`src/rtl/fetch_sequencer.sv`:
```
// Two-byte instruction fetch: reads PC and PC+1 over req/ack and streams them into the IR.
// Optional memory timeout abort is compiled in with `define FETCH_TIMEOUT_EN.
module fetch_sequencer #(
    parameter int unsigned                ADDR_WIDTH     = 16,
    parameter logic [ADDR_WIDTH-1:0]      PC_RESET       = '0,
    parameter int unsigned                TIMEOUT_CYCLES = 15
) (
    input  logic                  Clock,
    input  logic                  Reset,
    input  logic                  Start,
    input  logic                  PCLoad,
    input  logic [ADDR_WIDTH-1:0] PCIn,
    output logic [ADDR_WIDTH-1:0] MemAddr,
    output logic                  MemRd,
    input  logic                  MemAck,
    input  logic [7:0]            MemData,
    output logic                  IRWrite,
    output logic                  IRLH,
    output logic [7:0]            IRByte,
    output logic [ADDR_WIDTH-1:0] PCOut,
    output logic                  Busy,
    output logic                  Done,
    output logic                  Fault
);

    typedef enum logic [2:0] {
        IDLE,
        FETCH_LO,
        FETCH_HI,
        LATCH,
        DONE
    } state_t;

    state_t                state;
    logic [ADDR_WIDTH-1:0] pc;

`ifdef FETCH_TIMEOUT_EN
    localparam int unsigned TIMEOUT_LIMIT = (TIMEOUT_CYCLES < 1) ? 1 : TIMEOUT_CYCLES;
    localparam int unsigned WAIT_WIDTH    = $clog2(TIMEOUT_LIMIT + 1);

    logic [WAIT_WIDTH-1:0] wait_cnt;
    logic                  fault_q;

    assign Fault = fault_q;
`else
    assign Fault = 1'b0;
`endif

    // Bus request and status decode straight from the state, so reset drops them at once.
    assign MemRd   = (state == FETCH_LO) || (state == FETCH_HI);
    assign MemAddr = pc;
    assign PCOut   = pc;
    assign Busy    = (state != IDLE);

    // NOTE: every register here uses <= so all branches see the pre-edge state and pc.
    always_ff @(posedge Clock or posedge Reset) begin
        if (Reset) begin
            state   <= IDLE;
            pc      <= PC_RESET;
            IRWrite <= 1'b0;
            IRLH    <= 1'b0;
            IRByte  <= '0;
            Done    <= 1'b0;
`ifdef FETCH_TIMEOUT_EN
            wait_cnt <= '0;
            fault_q  <= 1'b0;
`endif
        end else begin
            IRWrite <= 1'b0;
            // Done is registered off the DONE state, so it trails that state by one cycle.
            Done    <= (state == DONE);

            case (state)
                IDLE, DONE: begin
                    if (PCLoad) begin
                        pc <= PCIn;
                    end
                    if (Start) begin
                        state <= FETCH_LO;
`ifdef FETCH_TIMEOUT_EN
                        wait_cnt <= '0;
                        fault_q  <= 1'b0;
`endif
                    end else begin
                        state <= IDLE;
                    end
                end

                FETCH_LO, FETCH_HI: begin
                    if (MemAck) begin
                        IRByte  <= MemData;
                        IRWrite <= 1'b1;
                        IRLH    <= (state == FETCH_HI);
                        pc      <= pc + 1'b1;
                        state   <= (state == FETCH_LO) ? FETCH_HI : LATCH;
`ifdef FETCH_TIMEOUT_EN
                        wait_cnt <= '0;
                    end else if (wait_cnt == WAIT_WIDTH'(TIMEOUT_LIMIT - 1)) begin
                        fault_q <= 1'b1;
                        state   <= IDLE;
                    end else begin
                        wait_cnt <= wait_cnt + 1'b1;
`endif
                    end
                end

                LATCH: begin
                    state <= DONE;
                end

                default: begin
                    state <= IDLE;
                end
            endcase
        end
    end

endmodule

```
`config.mk`:
```
export PLATFORM = sky130hd
export DESIGN_NAME = fetch_sequencer
export DESIGN_NICKNAME = d
export VERILOG_FILES = /design/src/rtl/fetch_sequencer.sv
export SDC_FILE = /design/constraint.sdc
export NUM_CORES = 1
export LEC_CHECK = 0
export BUFFER_PORTS_ARGS = -buffer_cell sky130_fd_sc_hd__buf_2
export CORE_MARGIN = 4
export CORE_UTILIZATION = 40
export CTS_CLUSTER_DIAMETER = 40
export DETAILED_ROUTE_END_ITERATION = 6
export HOLD_SLACK_MARGIN = 0.05
export PLACE_DENSITY = 0.7
export SETUP_SLACK_MARGIN = 0.2
export SYNTH_ARGS = -nofsm -noshare
export SYNTH_HDL_FRONTEND = slang
export SYNTH_SLANG_ARGS = --single-unit
```
`constraint.sdc`:
```
create_clock -name Clock -period 5.1 [get_ports Clock]
set_clock_uncertainty 0.1 [all_clocks]
set_input_delay 1.02 -clock Clock [delete_from_list [all_inputs] [get_ports Clock]]
set_output_delay 1.02 -clock Clock [all_outputs]
set_load 0.02 [all_outputs]
```
==> results.toml, run 1 <==
[outcome]
outcome = "finished clean"

[global_routing]
grt_pass1_vias = 1485
grt_max_degree = 31
gr-usage-all-layers_pct = 16.4
antenna_found_initial = 0
grt_pass1_wl_mm = 7.06
grt_overflow = 0

[power]
power.leakage_nw = 0.989
share_seq_of_total_power_pct = 29.7
switching_share_pct = 50.2
power.density_nw_per_um2 = 796
p_sw_uw = 843
combPwrFrac_pct = 58.6
ir_worst_vdd_mv = 0.369
intPower_uw = 835
p_clk_share_pct = 11.7

[floorplan]
core-area_sq_um = 4320
die-area_sq_um = 5590
die-height_um = 74.8
start_util_pct = 41.2
pin_count = 75
rows = 24
die_w_um = 74.8

[worst_setup_path]
critPathRequiredTime_ps = 3980
cp_slowest_cell = "dfrtp_1"
r2r.worst_path.cells = 5
path_class = "register to primary output"
crit_chain = "xor2_2 -> nand2_2 -> inv_2 -> buf_2"
critPathMaxStageDelay_ps = 540
startpoint_type = "register"
end_kind = "primary output"
cp_max_fo = 24
r2r_setup_slack_ps = 3000
path_buf_inv = 2
r2r-start = "state[1]"
critical_path.top_delay_family = "buffers and inverters"
r2r_end = "MemAddr[6]"
worstPathArrival_ps = 2030

[drt]
drt-total-wl_mm = 4.32
drtIter0Drc = 147
dr_wl_met2_mm = 2.01
routed.top_layer = "met4"
wl_met3_um = 446
vias = 1598
drc = 0
routedWlPerCell_um = 15.0
m1WireLength_mm = 1.81
drt_pass1_iterations = 4
vias_per_cell = 5.53
final_antenna_net_count = 0

[timing]
setup_viol = 0
maxSlewHeadroom_pct = 38.1
finalCritPeriodShare_pct = 61.7
finalSetupTns_ps = 0
rsz0062_at_grt = "false"
max_slew.worst_pin.slew_ps = 929
hold_viol_final = 0
max_freq_ghz = 0.318
fin_crit_ps = 3150
slew_violations = 0

[clock_tree]
htreeDepth = 2
cts_sinks = 30
cts_buffers = 5
clk_pin_slew_ps = 60
post_cts_resized = 0
cts_buffer_depth = 2
cts_tree = "yes"
cts.hold.buffers_added = 0
insertion_delay_ps = 280
postCtsSetupBuffers = 0
root_buffer = "clkbuf_8"

[yosys]
avgSynthCellArea_sq_um = 9.69
syn_area_sq_um = 1780
synthCells = 184
ys_seq_area_share_pct = 42.1
syn_nets = 214
synth_cell_types = 47
synth_edf_count = 0
yosys_register_bits = 30
ys.flop_type = "dfrtp_1"
async_reset_ff_share_pct = 100
yosys_warnings = 0

[final_layout]
layout_commonest_cell = "buf_2"
diodes = 0
stdcell_area_sq_um = 2110
drive_gt1_share_pct = 40.1
mostFrequentLayoutCells = "buf_2 (73), dfrtp_1 (30), a21oi_1 (20), nand2_1 (10), mux2_2 (8)"
final_nets = 266
syn_to_final_growth_pct = 18.2

[min_path]
min_path_type = "register to register"
hold_end = "IRByte[1]"
holdPathStages = 1
holdCritStartpoint = "IRByte[1]"

[placed_design]
io_buffers = 73
globalplace.congestion = 0.829
place_area_sq_um = 2020
dp_hpwl_mm = 3.21

[run]
maxCapViolCount = 0
[cells in the mapped netlist (all sizes together), types with 5 or more instances]
cell type | n | share of area, %
a21oi | 21 | 6.1
a2bb2oi | 5 | 2.5
and3 | 6 | 2.1
buf | 23 | 10
clkbuf | 6 | 1.4
dfrtp | 30 | 42
mux2 | 8 | 5.1
nand2 | 11 | 2.5
nand3 | 6 | 1.7
nand4 | 7 | 2.5
o21ai | 6 | 1.7
o22a | 7 | 3.4
[final cells by class]
class                   count  area, sq um
well taps                  52         65.1
inverters                   5         18.8
clock buffers               7         86.3
flip-flops and latches     30          751
fillers                   432         2220
repair buffers             74          373
clock inverters             1         5.00
multi-input cells         120          810
[worst max path at each step]
stage | start | end | slack (ps) | depth (start not counted)
floorplan | state[0] | MemRd | 2730 | 5
global placement | state[1] | MemRd | 2350 | 4
detailed placement | state[1] | MemRd | 2270 | 4
CTS | state[1] | MemRd | 1960 | 4
global route | state[1] | MemRd | 1790 | 4
finish | state[1] | MemRd | 1950 | 4
[flip-flops by register name (all words and copies together), names as in the netlist]
signal,cells
MemAddr,16
IRLH,1
state,3
Done,1
IRWrite,1
IRByte,8
[per-stage QoR]
stage                     util [%]  hold slack (ps)  cells  power [mW]  setup slack, ps
after global routing          48.8              421    289        1.82             1790
after floorplan                  -              435    184        1.32             2730
after detailed placement      46.6              390    281        1.49             2270
after global placement        46.6              385    281        1.47             2350
after CTS                     48.8              404    289        1.69             1960
final                         48.8              401    289        1.68             1950
[power groups by stage]
stage	Combinational, mW	Sequential (mW)	Clock, mW
2_1_floorplan	0.734	0.587	0
5_1_grt	1.08	0.524	0.217
3_5_place_dp	0.987	0.504	0
4_1_cts	0.991	0.501	0.201
6_report	0.983	0.499	0.197
3_3_place_gp	0.976	0.497	0
[routing by layer]
layer / track usage (%) / vias up
li1: - / 762
met1: 21.7 / 761
met2: 25.9 / 70
met3: 4.94 / 5
met4: 5.34 / 0
met5: 0 / -
[cell families after synthesis]
group	Yosys count	share of synthesized area (%)
other cells	1	0.210
fa+ha+maj	1	0.702
flops	30	42.1
mux	11	6.74
buf+inv	34	12.5
compound gates	51	18.8
simple gates	54	17.5
xor+xnor	2	1.40
Note: power is estimated with default switching activity, not from simulation.
==> run 2, diff against run 1 <==
==> constraint.sdc (replaced) <==
create_clock -name Clock -period 3 [get_ports Clock]
set_clock_uncertainty 0.1 [all_clocks]
set_input_delay 0.6 -clock Clock [delete_from_list [all_inputs] [get_ports Clock]]
set_output_delay 0.6 -clock Clock [all_outputs]
set_load 0.02 [all_outputs]
==> run 2 against run 1 <==
Against the previous run: via count increased by 1.1%; critical path depth unchanged; final area increased by 1.9%; utilization increased by 0.93 points; worst hold slack got worse by 120 ps; cell count unchanged; total power increased by 76%; sequential share of layout area decreased by 0.61 points; critical path type unchanged.
==> results.toml, run 2 (same netlist as run 1, synthesis figures left out) <==
[power]
p_clk_share_pct = 14.0
combPwrFrac_pct = 56.9
ir_worst_vdd_mv = 0.545
share_seq_of_total_power_pct = 29.2
power.leakage_nw = 0.991
intPower_mw = 1.49
power.density_nw_per_um2 = 1380
switching_share_pct = 49.6
p_sw_mw = 1.46

[worst_setup_path]
cp_slowest_cell = "dfrtp_1"
r2r_end = "MemAddr[15]"
end_kind = "primary output"
cp_max_fo = 24
critical_path.top_delay_family = "buffers and inverters"
crit_chain = "xor2_4 -> nand2_2 -> clkinv_2 -> buf_2"
worstPathArrival_ps = 1890
critPathMaxStageDelay_ps = 520
r2r_setup_slack_ps = 850
critPathRequiredTime_ps = 2300
r2r.worst_path.cells = 4
startpoint_type = "register"
path_buf_inv = 2
cp.depth = 4
r2r-start = "state[0]"
path_class = "register to primary output"

[timing]
rsz0062_at_grt = "false"
fin_crit_ps = 2590
max_freq_ghz = 0.386
setup_viol = 0
finalSetupTns_ps = 0
fin_ws_ps = 412
maxSlewHeadroom_pct = 34.1
finalCritPeriodShare_pct = 86.3
max_slew.worst_pin.slew_ps = 988
hold_viol_final = 0
slew_violations = 0

[clock_tree]
insertion_delay_ps = 280
cts_tree = "yes"
clk_pin_slew_ps = 70
cts_buffer_depth = 2
htreeDepth = 2
root_buffer = "clkbuf_8"
cts_sinks = 30
cts_buffers = 5
postCtsSetupBuffers = 0

[floorplan]
die_w_um = 74.8
die-area_sq_um = 5590
start_util_pct = 41.2
pin_count = 75
die-height_um = 74.8
core-area_sq_um = 4320
rows = 24

[global_routing]
grt_overflow = 0
grt_max_degree = 31
gr-usage-all-layers_pct = 15.9
antenna_found_initial = 0
grt_pass1_vias = 1494
grt_pass1_wl_mm = 7.00

[outcome]
outcome = "finished clean"

[placed_design]
globalplace.congestion = 0.829
dp_slack_ps = 596
place_area_sq_um = 2020
io_buffers = 73
dp_hpwl_mm = 3.17

[final_layout]
nFillCells = 439
drive_gt1_share_pct = 41.4
syn_to_final_growth_pct = 20.5
layout_commonest_cell = "buf_2"
mostFrequentLayoutCells = "buf_2 (73), dfrtp_1 (29), a21oi_1 (20), nand2_1 (10), mux2_2 (8)"
diodes = 0
final_nets = 266
stdcell_area_sq_um = 2150
largest_register_ff_count = 16
utilization_pct = 49.7

[drt]
drt-total-wl_mm = 4.41
drt_pass1_iterations = 4
drc = 0
final_antenna_net_count = 0
vias = 1615
routedWlPerCell_um = 15.3
vias_per_cell = 5.59
drtIter0Drc = 182

[min_path]
min_path_type = "input pin to async pin"

[run]
maxCapViolCount = 0
run 2: how the worst max path moves through the flow:
| stage | slack (ps) | startpoint | endpoint |
|---|---|---|---|
| floorplan | 1050 | state[0] | MemRd |
| global placement | 660 | state[1] | MemRd |
| detailed placement | 600 | state[1] | MemRd |
| CTS | 280 | state[1] | MemRd |
| global route | 270 | state[0] | MemRd |
| finish | 410 | state[0] | MemRd |
run 2: timing repair:
action	4_1_cts	5_1_grt
hold buffers	0	0
endpoints found under the setup margin	0	1
resized for setup	0	4
run 2: worst register-to-register path, cell delays in order (launching register included):
cell and delay (ps):
dfrtp_1 520, xor2_4 270, a21oi_2 820, or4_1 230
nand4_1 80
run 2: metrics by stage:
step | hold WS, ps | total power [mW] | instances
3_3_place_gp | 386 | 2.51 | 281
3_5_place_dp | 391 | 2.53 | 281
2_1_floorplan | 435 | 2.24 | 184
4_1_cts | 292 | 2.96 | 289
5_1_grt | 322 | 3.19 | 289
6_report | 284 | 2.95 | 289
run 2: cell type report:
cell class	instances	area, sq um	share of cell area [%]
inverter	5	23.8	1.11
multi-input combinational	120	821	38.2
clock buffer	5	68.8	3.20
timing repair buffer	74	373	17.4
sequential	30	752	35.0
tap	52	65.1	3.03
clock inverter	3	45.0	2.10
run 2: metal layers:
layer	global-route usage [%]	wire, um	vias to the layer above
li1	-	-	767
met1	21.1	1980	782
met2	26.0	2000	61
met3	4.54	402	5
met4	3.56	26	0
met5	0	0	-
run 2: power by group through the flow:
stage / Clock (mW) / Sequential, mW / Combinational [mW]
after floorplan: 0 / 0.998 / 1.25
after global placement: 0 / 0.846 / 1.66
after detailed placement: 0 / 0.860 / 1.67
after CTS: 0.422 / 0.855 / 1.68
after global routing: 0.443 / 0.909 / 1.84
final: 0.413 / 0.862 / 1.68
